File: src/rtl/st_packet_arbiter_pkg.sv
// Shared defaults, FSM encodings and the grant index type for the packet arbiter.
// The index type is sized for the largest supported requester count (8).
package st_packet_arbiter_pkg;

    localparam int DEF_NUM_REQ     = 2;
    localparam int DEF_DATA_WIDTH  = 32;
    localparam int DEF_EMPTY_WIDTH = 2;
    localparam int DEF_CNT_WIDTH   = 16;
    localparam int MAX_REQ         = 8;
    localparam int IDX_W           = $clog2(MAX_REQ);

    typedef logic [IDX_W-1:0] req_idx_t;

    localparam logic [0:0] ST_IDLE   = 1'b0;
    localparam logic [0:0] ST_LOCKED = 1'b1;

endpackage

File: src/rtl/st_packet_arbiter_skid_buffer.sv
// Two-entry stream buffer with a registered ready: in_ready never depends
// combinationally on out_ready, and out_* hold steady while stalled.
module st_skid_buffer
    import st_packet_arbiter_pkg::*;
#(
    parameter int WIDTH = DEF_DATA_WIDTH + DEF_EMPTY_WIDTH + 2
) (
    input  logic             clk,
    input  logic             rst,
    input  logic [WIDTH-1:0] in_payload,
    input  logic             in_valid,
    output logic             in_ready,
    output logic [WIDTH-1:0] out_payload,
    output logic             out_valid,
    input  logic             out_ready
);

    logic             skid_valid;
    logic             skid_next;
    logic             accept;
    logic             load_out;
    logic [WIDTH-1:0] skid_payload;

    assign accept   = in_valid && in_ready;
    assign load_out = out_ready || !out_valid;

    // in_ready is only high while the skid slot is empty, so a drain and an
    // accept never coincide.
    always_comb begin
        skid_next = skid_valid;
        if (load_out) begin
            skid_next = 1'b0;
        end else if (accept) begin
            skid_next = 1'b1;
        end
    end

    always_ff @(posedge clk or posedge rst) begin
        if (rst) begin
            in_ready    <= 1'b0;
            out_valid   <= 1'b0;
            skid_valid  <= 1'b0;
            out_payload <= '0;
        end else begin
            skid_valid <= skid_next;
            in_ready   <= !skid_next;
            if (load_out) begin
                if (skid_valid) begin
                    out_payload <= skid_payload;
                    out_valid   <= 1'b1;
                end else if (accept) begin
                    out_payload <= in_payload;
                    out_valid   <= 1'b1;
                end else begin
                    out_valid <= 1'b0;
                end
            end
        end
    end

    always_ff @(posedge clk) begin
        if (accept && !load_out) begin
            skid_payload <= in_payload;
        end
    end

endmodule

File: src/rtl/st_packet_arbiter.sv
// Packet-level round-robin arbiter: one Avalon-ST output shared by NUM_REQ
// sources, grant locked SOP..EOP, orphan beats flushed, per-source EOP counters.
module st_packet_arbiter
    import st_packet_arbiter_pkg::*;
#(
    parameter int NUM_REQ     = DEF_NUM_REQ,
    parameter int DATA_WIDTH  = DEF_DATA_WIDTH,
    parameter int EMPTY_WIDTH = DEF_EMPTY_WIDTH,
    parameter int CNT_WIDTH   = DEF_CNT_WIDTH
) (
    input  logic                           clk,
    input  logic                           rst,
    input  logic [NUM_REQ*DATA_WIDTH-1:0]  in_data,
    input  logic [NUM_REQ*EMPTY_WIDTH-1:0] in_empty,
    input  logic [NUM_REQ-1:0]             in_valid,
    input  logic [NUM_REQ-1:0]             in_sop,
    input  logic [NUM_REQ-1:0]             in_eop,
    output logic [NUM_REQ-1:0]             in_ready,
    output logic [DATA_WIDTH-1:0]          out_data,
    output logic [EMPTY_WIDTH-1:0]         out_empty,
    output logic                           out_valid,
    output logic                           out_sop,
    output logic                           out_eop,
    input  logic                           out_ready,
    input  logic [NUM_REQ-1:0]             req_enable,
    output logic [NUM_REQ-1:0]             grant,
    output logic [NUM_REQ*CNT_WIDTH-1:0]   pkt_count,
    output logic                           orphan_drop
);

    localparam int PW = DATA_WIDTH + EMPTY_WIDTH + 2;

    logic [0:0]             state;
    req_idx_t               gidx;
    req_idx_t               last_grant;
    req_idx_t               win_idx;
    logic                   win_found;
    logic                   run;
    logic [NUM_REQ-1:0]     cand;
    logic                   sel_valid;
    logic                   sel_sop;
    logic                   sel_eop;
    logic [DATA_WIDTH-1:0]  sel_data;
    logic [EMPTY_WIDTH-1:0] sel_empty;
    logic                   skid_in_ready;
    logic                   skid_in_valid;
    logic [PW-1:0]          skid_out;
    logic                   acc_eop;
    logic [CNT_WIDTH-1:0]   cnt [NUM_REQ];

    assign cand = in_valid & in_sop & req_enable;

    // First candidate at or after last_grant+1, wrapping modulo NUM_REQ.
    always_comb begin
        win_found = 1'b0;
        win_idx   = '0;
        for (int k = 0; k < NUM_REQ; k++) begin
            for (int i = 0; i < NUM_REQ; i++) begin
                if (!win_found && cand[i] && i == (int'(last_grant) + 1 + k) % NUM_REQ) begin
                    win_found = 1'b1;
                    win_idx   = req_idx_t'(i);
                end
            end
        end
    end

    always_comb begin
        sel_valid = 1'b0;
        sel_sop   = 1'b0;
        sel_eop   = 1'b0;
        sel_data  = '0;
        sel_empty = '0;
        for (int i = 0; i < NUM_REQ; i++) begin
            if (req_idx_t'(i) == gidx) begin
                sel_valid = in_valid[i];
                sel_sop   = in_sop[i];
                sel_eop   = in_eop[i];
                sel_data  = in_data[i*DATA_WIDTH +: DATA_WIDTH];
                sel_empty = in_empty[i*EMPTY_WIDTH +: EMPTY_WIDTH];
            end
        end
    end

    assign skid_in_valid = (state == ST_LOCKED) && sel_valid;
    assign acc_eop       = skid_in_valid && skid_in_ready && sel_eop;

    // In IDLE only enabled non-SOP beats are taken, and they are thrown away;
    // run keeps every ready low until the first clock after reset.
    always_comb begin
        in_ready = '0;
        for (int i = 0; i < NUM_REQ; i++) begin
            if (state == ST_LOCKED) begin
                in_ready[i] = grant[i] && skid_in_ready;
            end else begin
                in_ready[i] = run && req_enable[i] && !in_sop[i];
            end
        end
    end

    assign orphan_drop = (state == ST_IDLE) && run && |(in_valid & ~in_sop & req_enable);

    always_ff @(posedge clk or posedge rst) begin
        if (rst) begin
            state      <= ST_IDLE;
            gidx       <= '0;
            grant      <= '0;
            last_grant <= req_idx_t'(NUM_REQ - 1);
            run        <= 1'b0;
        end else begin
            run <= 1'b1;
            case (state)
                ST_IDLE: begin
                    if (win_found) begin
                        state <= ST_LOCKED;
                        gidx  <= win_idx;
                        grant <= NUM_REQ'(1) << win_idx;
                    end
                end
                default: begin
                    if (acc_eop) begin
                        state      <= ST_IDLE;
                        grant      <= '0;
                        last_grant <= gidx;
                    end
                end
            endcase
        end
    end

    always_ff @(posedge clk or posedge rst) begin
        if (rst) begin
            for (int i = 0; i < NUM_REQ; i++) begin
                cnt[i] <= '0;
            end
        end else begin
            for (int i = 0; i < NUM_REQ; i++) begin
                if (acc_eop && grant[i]) begin
                    cnt[i] <= cnt[i] + 1'b1;
                end
            end
        end
    end

    always_comb begin
        pkt_count = '0;
        for (int i = 0; i < NUM_REQ; i++) begin
            pkt_count[i*CNT_WIDTH +: CNT_WIDTH] = cnt[i];
        end
    end

    st_skid_buffer #(
        .WIDTH(PW)
    ) u_skid (
        .clk        (clk),
        .rst        (rst),
        .in_payload ({sel_data, sel_empty, sel_sop, sel_eop}),
        .in_valid   (skid_in_valid),
        .in_ready   (skid_in_ready),
        .out_payload(skid_out),
        .out_valid  (out_valid),
        .out_ready  (out_ready)
    );

    assign {out_data, out_empty, out_sop, out_eop} = skid_out;

endmodule

File: config.mk
export PLATFORM = sky130hd
export DESIGN_NAME = st_packet_arbiter
export DESIGN_NICKNAME = d
export VERILOG_FILES = /design/src/rtl/st_packet_arbiter_pkg.sv /design/src/rtl/st_packet_arbiter_skid_buffer.sv /design/src/rtl/st_packet_arbiter.sv
export SDC_FILE = /design/constraint.sdc
export NUM_CORES = 1
export LEC_CHECK = 0
export CORE_AREA = 10 10 116 118
export CTS_CLUSTER_DIAMETER = 50
export DETAILED_ROUTE_END_ITERATION = 8
export DIE_AREA = 0 0 126 128
export PLACE_DENSITY = 0.83
export SETUP_SLACK_MARGIN = 0.15
export SYNTH_ARGS = -nofsm -noshare
export SYNTH_HDL_FRONTEND = slang
export SYNTH_SLANG_ARGS = --single-unit
File: constraint.sdc
create_clock -name clk -period 4.9 [get_ports clk]
set_clock_uncertainty 0.05 [all_clocks]
set_input_delay 0.735 -clock clk [delete_from_list [all_inputs] [get_ports clk]]
set_output_delay 0.735 -clock clk [all_outputs]
set_load 0.02 [all_outputs]
==> load_flow_metrics.sql <==
INSERT INTO impl_metrics (metric_group, metric, value, unit) VALUES
('logic_synthesis', 'synth.distinct_cells', '39', ''),
('pwr', 'internal_power', '2.85', 'mW'),
('worst_setup_path', 'timing.critical_path.cells', 'clkdlybuf4s50_1, nor2b_1, a22oi_1, nor2b_1, clkdlybuf4s50_1', ''),
('global_route', 'antenna_found_initial', '0', ''),
('logic_synthesis', 'yosysWarningCount', '0', ''),
('global_route', 'grt_usage', '15.7', '%'),
('final_layout', 'most_frequent_cells_in_the_layout', '152 x sky130_fd_sc_hd__clkdlybuf4s50_1, 74 x sky130_fd_sc_hd__dfrtp_1, 70 x sky130_fd_sc_hd__mux2i_1, 38 x sky130_fd_sc_hd__inv_1, 37 x sky130_fd_sc_hd__mux2_2', ''),
('global_route', 'grt-ovfl-total', '0', ''),
('logic_synthesis', 'postSynthCellCount', '399', ''),
('logic_synthesis', 'synth_largest_type_area_fraction', '36.2', '%'),
('pwr', 'combPwrFrac', '36.9', '%'),
('sta', 'timing.final.crit_share', '63.0', '%'),
('logic_synthesis', 'synth.avg_cell_area', '13.2', 'um2'),
('logic_synthesis', 'ys_seq_elements', '113', ''),
('worst_setup_path', 'cp.buffers_inverters', '2', ''),
('pwr', 'power_switching', '1.43', 'mW'),
('clocking', 'htree_num_levels', '4', ''),
('sta', 'layout_min_cycle_time', '3.09', 'ns'),
('pwr', 'switching_share', '33.4', '%'),
('clocking', 'path_clk_slew', '0.05', 'ns'),
('logic_synthesis', 'synth_top_cells_by_area', 'sky130_fd_sc_hd__dfrtp_1 36%, sky130_fd_sc_hd__edfxtp_1 21%, sky130_fd_sc_hd__mux2i_1 13%', ''),
('worst_setup_path', 'cp.arrival', '2.30', 'ns'),
('floorplan', 'fp.dieH', '128', 'um'),
('final_layout', 'layout.filler_cells', '857', ''),
('run_status', 'status', 'complete, no violations', ''),
('worst_setup_path', 'worstSetupStartpointType', 'input port', ''),
('placed_design', 'dp_hpwl', '9.21', 'mm'),
('placed_design', 'gp_congestion', '0.806', ''),
('floorplan', 'rows', '39', ''),
('flow_run', 'drv.max_cap_violation_count', '0', ''),
('drt', 'vias', '3637', ''),
('clocking', 'clock_tree.buffer_depth', '2', ''),
('worst_setup_path', 'timing.critical_path.slowest_cell_delay', '0.61', 'ns'),
('drt', 'via_per_inst', '5.10', ''),
('drt', 'detail_route.iter0.violations', '150', ''),
('drt', 'detail_route.wl_per_cell', '17.7', 'um'),
('logic_synthesis', 'synth.cell_area', '0.00525', 'mm2'),
('worst_setup_path', 'timing.critical_path.to_type', 'primary output', ''),
('pwr', 'ir_drop', '0.296', 'mV'),
('logic_synthesis', 'yosysSeqAreaShare', '57.3', '%'),
('sta', 'slew_headroom', '25.8', '%'),
('drt', 'dr.pass1.iters', '4', ''),
('clocking', 'tritoncts', 'done', ''),
('pwr', 'power.density', '572', 'mW/mm2'),
('worst_hold_path', 'holdCritPathClass', 'register to register', ''),
('sta', 'timing.fmax', '324', 'MHz'),
('floorplan', 'die_width', '126', 'um'),
('logic_synthesis', 'mappedNetlistNets', '480', ''),
('sta', 'timing.setup.tns', '0', 'ns'),
('pwr', 'p_leak', '3.04', 'nW'),
('clocking', 'cells_resized_by_post_cts_repair', '0', ''),
('floorplan', 'die_area', '0.0161', 'mm2'),
('pwr', 'fin_total_pwr', '4.28', 'mW'),
('final_layout', 'layout.nets', '639', ''),
('pwr', 'pwr-share-clk', '27.3', '%'),
('worst_setup_path', 'critPathKind', 'input port to primary output', ''),
('sta', 'number_of_pins_exceeding_their_max_slew_limit_in_the_final_report', '0', ''),
('placed_design', 'placement.io_buffers', '152', ''),
('clocking', 'number_of_setup_buffers_added_after_cts', '0', ''),
('pwr', 'seq_power_share', '35.8', '%'),
('final_layout', 'most_common_cell_after_layout_fill_and_taps_aside', 'sky130_fd_sc_hd__clkdlybuf4s50_1', ''),
('clocking', 'cts_hold_repair_buffers', '0', ''),
('clocking', 'cts_root_buf', 'sky130_fd_sc_hd__clkbuf_16', ''),
('worst_setup_path', 'worst_path_max_delay_cell', 'sky130_fd_sc_hd__clkdlybuf4s50_1', ''),
('worst_setup_path', 'cell_family_with_most_cp_delay', 'buffers and inverters', ''),
('final_layout', 'layout_cell_share_with_drive_strength_beyond_1', '14.2', '%'),
('worst_setup_path', 'critPathRequiredTime', '4.12', 'ns'),
('drt', 'totalWireLength', '12.7', 'mm'),
('clocking', 'clock_latency', '0.40', 'ns'),
('global_route', 'grt_pass1_wl', '20.8', 'mm'),
('logic_synthesis', 'yosys.area.top_type', 'sky130_fd_sc_hd__dfrtp_1', '');
-- final cells by class --
| type | instances | area [um2] | share of cell area, % |
|---|---|---|---|
| Sequential cell | 113 | 3010 | 40.3 |
| Timing Repair Buffer | 156 | 1550 | 20.8 |
| Tap cell | 143 | 179 | 2.40 |
| Clock inverter | 5 | 52.6 | 0.704 |
| Clock buffer | 26 | 520 | 6.97 |
| Inverter | 40 | 151 | 2.03 |
| Multi-Input combinational cell | 230 | 2000 | 26.8 |
-- worst paths after layout --
check                                           from                                 end  depth (start not counted)  slack [ns]
min in group asynchronous                        rst           pkt_count[22]$_DFFE_PP0P_                          2        0.79
setup reg to reg                 gidx[0]$_DFFE_PP0P_  u_skid.out_payload[35]$_DFFE_PP0P_                          5        1.92
hold reg to reg            pkt_count[15]$_DFFE_PP0P_           pkt_count[15]$_DFFE_PP0P_                          1        0.43
hold / removal             pkt_count[15]$_DFFE_PP0P_           pkt_count[15]$_DFFE_PP0P_                          1        0.43
max in group asynchronous                        rst           last_grant[0]$_DFFE_PP1P_                          3        3.09
setup / recovery                       req_enable[0]                         orphan_drop                          5        1.81
-- per-stage QoR --
| stage | std cells | setup WS (ns) | hold slack [ns] | area [um2] | util [%] |
|---|---|---|---|---|---|
| 6_report | 713 | 1.81 | 0.431 | 7470 | 66.6 |
| 5_1_grt | 713 | 1.71 | 0.456 | 7470 | 66.6 |
| 4_1_cts | 713 | 1.82 | 0.440 | 7470 | 66.6 |
| 3_5_place_dp | 682 | 1.76 | 0.427 | 6900 | 61.4 |
| 3_3_place_gp | 682 | 1.83 | 0.412 | 6900 | 61.4 |
| 2_1_floorplan | 399 | 0.950 | 0.400 | 5250 | - |
-- cell families (layout without fill, tap and decap cells) --
family                     Yosys count  in the layout  share of synthesized area (%)
other                                1              1                         0.0714
muxes                              111            111                           22.4
AOI/OAI and AO/OA                   13             13                           1.65
DFF                                113            113                           57.3
xor gates and xnor gates            30             30                           5.01
and+or+nand+nor                     73             73                           8.32
adders and majority gates            2              2                          0.477
buffers and inverters               56            227                           4.74
-- per-layer routing --
metal  share of wire, %  wire length (um)  GRT usage [%]  vias up
met5                  0                 0              0        -
met4               0.96               122           5.36        0
met3                5.7               716           5.09       14
met2                 50              6270           26.4      108
met1                 44              5540           18.6     1783
li1                   -                 -              -     1732
-- power by group through the flow --
stage / Clock, mW / Combinational, mW / Sequential (mW)
after CTS: 1.19 / 1.60 / 1.54
after global routing: 1.24 / 1.70 / 1.58
final: 1.17 / 1.58 / 1.53
after global placement: 0 / 1.55 / 1.54
after detailed placement: 0 / 1.59 / 1.55
after floorplan: 0 / 0.804 / 1.66
-- worst reg2reg max path: cells and delay by family, from the launching register on --
kind | cells | cell delay [ns]
buf+inv | 1 | 0.46
simple gates | 1 | 0.63
mux | 2 | 0.61
compound gates | 1 | 0.14
flops | 1 | 1.00
-- registers in the layout, indices dropped and copies added, names as in the netlist --
name                 count
last_grant               1
run                      1
pkt_count               32
u_skid.skid_payload     36
u_skid.in_ready          1
u_skid.out_payload      36
state                    1
u_skid.out_valid         1
u_skid.skid_valid        1
gidx                     1
grant                    2
-- Yosys cell counts --
library cell and count:
sky130_fd_sc_hd__dfrtp_1 76, sky130_fd_sc_hd__mux2i_1 70, sky130_fd_sc_hd__inv_1 39, sky130_fd_sc_hd__mux2_2 37, sky130_fd_sc_hd__edfxtp_1 36, sky130_fd_sc_hd__xnor2_1 25
sky130_fd_sc_hd__nand3_1 16, sky130_fd_sc_hd__nand2_1 14, sky130_fd_sc_hd__nand4_1 11, sky130_fd_sc_hd__and3_1 8, sky130_fd_sc_hd__buf_2 7, sky130_fd_sc_hd__nor2b_1 5
sky130_fd_sc_hd__xor2_1 5, sky130_fd_sc_hd__and4_1 4, sky130_fd_sc_hd__clkbuf_1 4, sky130_fd_sc_hd__nor2_1 4, sky130_fd_sc_hd__nor3_1 4, sky130_fd_sc_hd__o21ai_0 4
sky130_fd_sc_hd__buf_6 3, sky130_fd_sc_hd__a21oi_1 2, sky130_fd_sc_hd__a22o_1 2, sky130_fd_sc_hd__and2_1 2, sky130_fd_sc_hd__buf_4 2, sky130_fd_sc_hd__ha_1 2
sky130_fd_sc_hd__mux2_1 2, sky130_fd_sc_hd__nor4_4 2, sky130_fd_sc_hd__a211o_1 1, sky130_fd_sc_hd__a22oi_1 1, sky130_fd_sc_hd__a31oi_1 1, sky130_fd_sc_hd__a41oi_1 1
sky130_fd_sc_hd__conb_1 1, sky130_fd_sc_hd__dfstp_2 1, sky130_fd_sc_hd__inv_2 1, sky130_fd_sc_hd__mux2i_2 1, sky130_fd_sc_hd__mux2i_4 1, sky130_fd_sc_hd__nand2b_1 1
sky130_fd_sc_hd__nor3_4 1, sky130_fd_sc_hd__o31ai_1 1, sky130_fd_sc_hd__or2_2 1
No activity file was read; power rests on OpenSTA's default activity.
